===== src/rtl/ps2_pkg.sv =====
// Shared PS/2 types and constants for the host-side transmit and receive paths.
package ps2_pkg;

  typedef enum logic [2:0] {
    S_IDLE      = 3'd0,
    S_INHIBIT   = 3'd1,
    S_START     = 3'd2,
    S_SHIFT     = 3'd3,
    S_ACK       = 3'd4,
    S_WAIT_IDLE = 3'd5,
    S_DONE      = 3'd6
  } ps2_state_e;

  localparam logic [1:0] ERR_NONE    = 2'b00;
  localparam logic [1:0] ERR_NAK     = 2'b01;
  localparam logic [1:0] ERR_TIMEOUT = 2'b10;

  localparam int unsigned PS2_FRAME_BITS = 11;
  localparam int unsigned PS2_BIT_IDX_W  = 4;

  // Bit index of the stop bit within the host-driven part of the frame (data 0-7, parity 8).
  localparam logic [PS2_BIT_IDX_W-1:0] PS2_STOP_IDX = PS2_BIT_IDX_W'(PS2_FRAME_BITS - 2);
  localparam logic [PS2_BIT_IDX_W-1:0] PS2_PAR_IDX  = PS2_BIT_IDX_W'(PS2_FRAME_BITS - 3);

  function automatic logic odd_parity(input logic [7:0] b);
    return ~^b;
  endfunction

endpackage


===== src/rtl/ps2_line_sync.sv =====
// Two-flop synchronizer for the PS/2 clock and data pins, idle-high on reset,
// with a registered one-cycle strobe on each falling edge of the clock line.
module ps2_line_sync (
  input  logic i_clk,
  input  logic i_rst,
  input  logic i_clk_pin,
  input  logic i_data_pin,
  output logic o_clk_level,
  output logic o_data_level,
  output logic o_clk_fall
);

  logic r_clk_meta;
  logic r_clk_sync;
  logic r_clk_prev;
  logic r_clk_fall;
  logic r_data_meta;
  logic r_data_sync;

  // Pin edge to strobe is three cycles: meta, sync, then the registered compare.
  always_ff @(posedge i_clk or posedge i_rst) begin
    if (i_rst) begin
      r_clk_meta  <= 1'b1;
      r_clk_sync  <= 1'b1;
      r_clk_prev  <= 1'b1;
      r_clk_fall  <= 1'b0;
      r_data_meta <= 1'b1;
      r_data_sync <= 1'b1;
    end else begin
      r_clk_meta  <= i_clk_pin;
      r_clk_sync  <= r_clk_meta;
      r_clk_prev  <= r_clk_sync;
      r_clk_fall  <= r_clk_prev & ~r_clk_sync;
      r_data_meta <= i_data_pin;
      r_data_sync <= r_data_meta;
    end
  end

  assign o_clk_level  = r_clk_sync;
  assign o_data_level = r_data_sync;
  assign o_clk_fall   = r_clk_fall;

endmodule


===== src/rtl/ps2_host_tx.sv =====
// PS/2 host-to-device command transmitter: inhibit, request-to-send, shift out
// one byte with odd parity on device clock edges, then check the device ACK.
module ps2_host_tx
  import ps2_pkg::*;
#(
  parameter int unsigned INHIBIT_CYCLES = 5000,
  parameter int unsigned TIMEOUT_CYCLES = 750000
) (
  input  logic       Clock,
  input  logic       Reset,
  input  logic       tx_valid,
  input  logic [7:0] tx_data,
  output logic       tx_ready,
  input  logic       ps2_clk_in,
  input  logic       ps2_data_in,
  output logic       ps2_clk_oe,
  output logic       ps2_data_oe,
  output logic       busy,
  output logic       tx_done,
  output logic       tx_err,
  output logic [1:0] err_code
);

  localparam int unsigned CNT_MAX = (INHIBIT_CYCLES > TIMEOUT_CYCLES) ? INHIBIT_CYCLES
                                                                      : TIMEOUT_CYCLES;
  localparam int unsigned CNT_W   = $clog2(CNT_MAX + 1);

  localparam logic [CNT_W-1:0] INHIBIT_LAST = CNT_W'(INHIBIT_CYCLES - 1);
  localparam logic [CNT_W-1:0] TIMEOUT_LAST = CNT_W'(TIMEOUT_CYCLES - 1);

  ps2_state_e                 r_state;
  logic [CNT_W-1:0]           r_cnt;
  logic [PS2_BIT_IDX_W-1:0]   r_bit_idx;
  logic [7:0]                 r_data;
  logic                       r_par;
  logic                       r_clk_oe;
  logic                       r_data_oe;
  logic                       r_done;
  logic                       r_err;
  logic [1:0]                 r_err_code;

  logic w_clk_lvl;
  logic w_data_lvl;
  logic w_fall;
  logic w_tx_bit;
  logic w_timeout;

  ps2_line_sync u_sync (
    .i_clk        (Clock),
    .i_rst        (Reset),
    .i_clk_pin    (ps2_clk_in),
    .i_data_pin   (ps2_data_in),
    .o_clk_level  (w_clk_lvl),
    .o_data_level (w_data_lvl),
    .o_clk_fall   (w_fall)
  );

  // Bit driven after the next device clock fall; the stop slot releases data.
  always_comb begin
    w_tx_bit = 1'b1;
    if (r_bit_idx < PS2_PAR_IDX) begin
      w_tx_bit = r_data[r_bit_idx[2:0]];
    end else if (r_bit_idx == PS2_PAR_IDX) begin
      w_tx_bit = r_par;
    end
  end

  assign w_timeout = (r_cnt == TIMEOUT_LAST);

  always_ff @(posedge Clock or posedge Reset) begin
    if (Reset) begin
      r_state    <= S_IDLE;
      r_cnt      <= '0;
      r_bit_idx  <= '0;
      r_data     <= '0;
      r_par      <= 1'b0;
      r_clk_oe   <= 1'b0;
      r_data_oe  <= 1'b0;
      r_done     <= 1'b0;
      r_err      <= 1'b0;
      r_err_code <= ERR_NONE;
    end else begin
      r_done <= 1'b0;
      r_err  <= 1'b0;
      case (r_state)
        S_IDLE: begin
          if (tx_valid) begin
            r_data     <= tx_data;
            r_par      <= odd_parity(tx_data);
            r_err_code <= ERR_NONE;
            r_bit_idx  <= '0;
            r_cnt      <= '0;
            r_clk_oe   <= 1'b1;
            r_data_oe  <= 1'b0;
            r_state    <= S_INHIBIT;
          end
        end

        S_INHIBIT: begin
          if (r_cnt == INHIBIT_LAST) begin
            r_cnt     <= '0;
            r_data_oe <= 1'b1;
            r_state   <= S_START;
          end else begin
            r_cnt <= r_cnt + CNT_W'(1);
          end
        end

        // Start bit is already on the line; releasing the clock hands control to the device.
        S_START: begin
          r_clk_oe <= 1'b0;
          r_state  <= S_SHIFT;
        end

        S_SHIFT: begin
          if (w_fall) begin
            r_cnt     <= '0;
            r_data_oe <= ~w_tx_bit;
            r_bit_idx <= r_bit_idx + PS2_BIT_IDX_W'(1);
            if (r_bit_idx == PS2_STOP_IDX) begin
              r_state <= S_ACK;
            end
          end else if (w_timeout) begin
            r_clk_oe   <= 1'b0;
            r_data_oe  <= 1'b0;
            r_err      <= 1'b1;
            r_err_code <= ERR_TIMEOUT;
            r_state    <= S_IDLE;
          end else begin
            r_cnt <= r_cnt + CNT_W'(1);
          end
        end

        S_ACK: begin
          if (w_fall) begin
            r_cnt <= '0;
            if (!w_data_lvl) begin
              r_state <= S_WAIT_IDLE;
            end else begin
              r_clk_oe   <= 1'b0;
              r_data_oe  <= 1'b0;
              r_err      <= 1'b1;
              r_err_code <= ERR_NAK;
              r_state    <= S_IDLE;
            end
          end else if (w_timeout) begin
            r_clk_oe   <= 1'b0;
            r_data_oe  <= 1'b0;
            r_err      <= 1'b1;
            r_err_code <= ERR_TIMEOUT;
            r_state    <= S_IDLE;
          end else begin
            r_cnt <= r_cnt + CNT_W'(1);
          end
        end

        S_WAIT_IDLE: begin
          if (w_clk_lvl && w_data_lvl) begin
            r_done  <= 1'b1;
            r_state <= S_DONE;
          end else if (w_fall) begin
            r_cnt <= '0;
          end else if (w_timeout) begin
            r_clk_oe   <= 1'b0;
            r_data_oe  <= 1'b0;
            r_err      <= 1'b1;
            r_err_code <= ERR_TIMEOUT;
            r_state    <= S_IDLE;
          end else begin
            r_cnt <= r_cnt + CNT_W'(1);
          end
        end

        S_DONE: begin
          r_state <= S_IDLE;
        end

        default: begin
          r_clk_oe  <= 1'b0;
          r_data_oe <= 1'b0;
          r_state   <= S_IDLE;
        end
      endcase
    end
  end

  assign tx_ready    = (r_state == S_IDLE);
  assign busy        = (r_state != S_IDLE);
  assign ps2_clk_oe  = r_clk_oe;
  assign ps2_data_oe = r_data_oe;
  assign tx_done     = r_done;
  assign tx_err      = r_err;
  assign err_code    = r_err_code;

endmodule


===== config.mk =====
export PLATFORM = sky130hd
export DESIGN_NAME = ps2_host_tx
export DESIGN_NICKNAME = d
export VERILOG_FILES = /design/src/rtl/ps2_pkg.sv /design/src/rtl/ps2_line_sync.sv /design/src/rtl/ps2_host_tx.sv
export SDC_FILE = /design/constraint.sdc
export NUM_CORES = 1
export LEC_CHECK = 0
export BUFFER_PORTS_ARGS = -buffer_cell sky130_fd_sc_hd__buf_2
export CAP_MARGIN = 20
export CORE_UTILIZATION = 28
export DETAILED_ROUTE_END_ITERATION = 8
export GPL_TIMING_DRIVEN = 0
export HOLD_SLACK_MARGIN = 0.15
export PLACE_DENSITY = 0.55
export SETUP_SLACK_MARGIN = 0.05
export SLEW_MARGIN = 30
export SYNTH_ARGS = -nofsm -noshare
export SYNTH_HDL_FRONTEND = slang
export SYNTH_SLANG_ARGS = --single-unit

===== constraint.sdc =====
create_clock -name Clock -period 2.36 [get_ports Clock]
set_clock_uncertainty 0.05 [all_clocks]
set_input_delay 0.118 -clock Clock [delete_from_list [all_inputs] [get_ports Clock]]
set_output_delay 0.118 -clock Clock [all_outputs]
set_load 0.01 [all_outputs]

==> metrics.cfg <==
[critical_path]
criticalPathCategory=register to register
start_kind=register
arrival_ns=2.25
cp_slowest_stage_delay_ns=0.42
cp_top_family=compound AO/OA/AOI/OAI gates
crit_chain=nor3b_1 > nand4_1 > o21a_1 > o31a_1 > a311o_1
r2r_cells=5
slowest_stage=dfrtp_1
r2r_end=ps2_data_oe$_DFFE_PP0P_
r2r_slack_ns=0.27
end_kind=register
crit_required_ns=2.52
cp_max_fo=5
reg2reg_from=r_cnt[6]$_DFFE_PP0P_
path_buf_inv=0

[detailed_routing]
vias_per_cell=4.84
vias=2270
wirelength_um=6180
drtIter0Drc=96
drt-pass1-iter-count=4
wl_per_cell_um=13.2
ant_nets=0
drc=0

[logic_synthesis]
synth_cells=299
synth-edff-count=0
syn-num-nets=316
ys_seq_elements=48
synth_flop_cell=dfrtp_1
avgSynthCellArea_sq_um=9.08
synth.distinct_cells=54
async_flop_share_pct=100
synth.cell_area_sq_um=2720
ys_warn_count=0
yosysSeqAreaShare_pct=44.5

[cts]
cts_tree=built
clockBufferDepth=2
cts_buffers=5
path_clk_slew_ns=0.10
htree_levels=2
clock_sinks=48
post_cts_resized=0
cts_root_buf=clkbuf_8
clk_latency_ns=0.31

[floorplan]
num_rows=35
die_x_um=100
die_area_sq_um=10100
die_h_um=100
core_area_sq_um=9330
io_pins=21
start_util_pct=29.1

[sta]
worst_pin_slew_ns=0.604
period_share_pct=88.7
setup_viol_count_final=0
final_max_slew_viol_count=0
setup_slack_ns=0.268
slew_headroom_pct=59.7
hold_viol=0
grt_setup_unrepaired=false
timing.fmax_mhz=478
fin_crit_ns=2.09
tns_ns=0

[place]
portBuffers=20
placedCellCount=448
pre_cts_slack_ns=0.143
routabilityCongestion=0.841
dp_hpwl_um=4340

[power_and_ir_drop]
power.density_nw_per_um2=936
p_leak_nw=1.34
power.total_mw=3.02
ir_drop_uv=342

[cells_and_area]
final_cell_mix=47 x nand2_1, 43 x dfrtp_1, 30 x nor2_1, 26 x buf_2, 21 x xnor2_1
finalNonFillerCells=469
nFillCells=966
area_growth_pct=18.7
layout_commonest_cell=nand2_1
finalNetCount=356
drive_gt1_share_pct=16.2
antenna_cells=0

[hold_path]
hold_path_class=register to register
hold-path-endpoint=u_sync.o_clk_level$_DFF_PP1_
worstHoldStart=u_sync.r_clk_meta$_DFF_PP1_
hold_path_depth=0

[grt]
grt.overflow.total=0
grt_max_degree=49
grt_pass1_wl_um=11000
grtUsageTotal_pct=13.6
grt_pass1_vias=2326
antenna_found_initial=0

[run]
drv_cap=0

[run_status]
status=complete, no violations

==> report_power, final <==
part	internal, mW	switching [mW]	total, mW
clock network	0.320	0.304	0.624
registers	0.979	0.135	1.11
logic	0.504	0.773	1.28
total	1.80	1.21	3.02
==> registers in the layout, indices dropped and copies added (netlist names), 2 cells and up <==
name	count
r_state	3
r_cnt	20
r_data	8
err_code	2
r_bit_idx	4
==> stage by stage <==
stage	hold slack, ns	utilization [%]	instance area, sq um
final	0.311	34.6	3220
after global routing	0.317	34.6	3220
after CTS	0.313	34.5	3220
after detailed placement	0.174	31.9	2980
after global placement	0.176	31.9	2980
after floorplan	0.0725	-	2720
==> cell usage after synthesis, types with 5 or more instances <==
cell type / n / share of area [%]
xnor2_1: 21 / 6.8
dfrtp_1: 43 / 40
nand2_1: 47 / 6.5
nand3_1: 8 / 1.5
buf_2: 6 / 1.1
nor3_1: 12 / 2.2
a21oi_1: 13 / 2.4
nand4_1: 6 / 1.4
inv_1: 13 / 1.8
nor4_1: 6 / 1.4
dfstp_2: 5 / 4.8
o21ai_0: 17 / 3.1
nor2_1: 30 / 4.1
==> how the worst max path moves through the flow <==
stage / start / end / slack [ns] / depth (start not counted)
after floorplan: r_cnt[0]$_DFFE_PP0P_ / r_cnt[3]$_DFFE_PP0P_ / 0.50 / 7
after global routing: r_cnt[0]$_DFFE_PP0P_ / ps2_data_oe$_DFFE_PP0P_ / 0.10 / 6
after detailed placement: r_cnt[0]$_DFFE_PP0P_ / r_cnt[13]$_DFFE_PP0P_ / 0.14 / 7
after global placement: r_cnt[0]$_DFFE_PP0P_ / r_cnt[14]$_DFFE_PP0P_ / 0.16 / 7
final: r_cnt[6]$_DFFE_PP0P_ / ps2_data_oe$_DFFE_PP0P_ / 0.27 / 5
after CTS: r_cnt[0]$_DFFE_PP0P_ / r_cnt[10]$_DFFE_PP0P_ / 0.12 / 7
==> metal layers <==
metal  GRT usage (%)  vias up  share of wire (%)
met5               0        -                  0
met4            5.02        0                2.1
met3            2.22       11                3.8
met2            21.9       63                 45
met1            18.5     1074                 49
li1                -     1122                  -
==> area by class of cell <==
type / instances / area [sq um] / share of cell area [%]
Buffer: 13 / 71.3 / 2.21
Clock buffer: 5 / 68.8 / 2.14
Clock inverter: 3 / 47.5 / 1.48
Inverter: 13 / 51.3 / 1.59
Multi-Input combinational cell: 225 / 1390 / 43.1
Sequential cell: 48 / 1210 / 37.5
Tap cell: 129 / 161 / 5.01
Timing Repair Buffer: 33 / 228 / 7.07
==> logic make-up after synthesis <==
kind of cell	Yosys count	share of synthesized area, %
flops	48	44.5
mux	2	1.66
simple gates	139	26.1
buf+inv	26	4.42
fa+ha+maj	4	1.84
compound gates	55	13.5
xor+xnor	25	8.06
==> timing repair <==
item	in CTS	in global routing
setup buffers	0	1
endpoints found under the hold margin	54	0
hold buffers	12	0
endpoints found under the setup margin	0	10
Note: power is estimated with default switching activity, not from simulation.
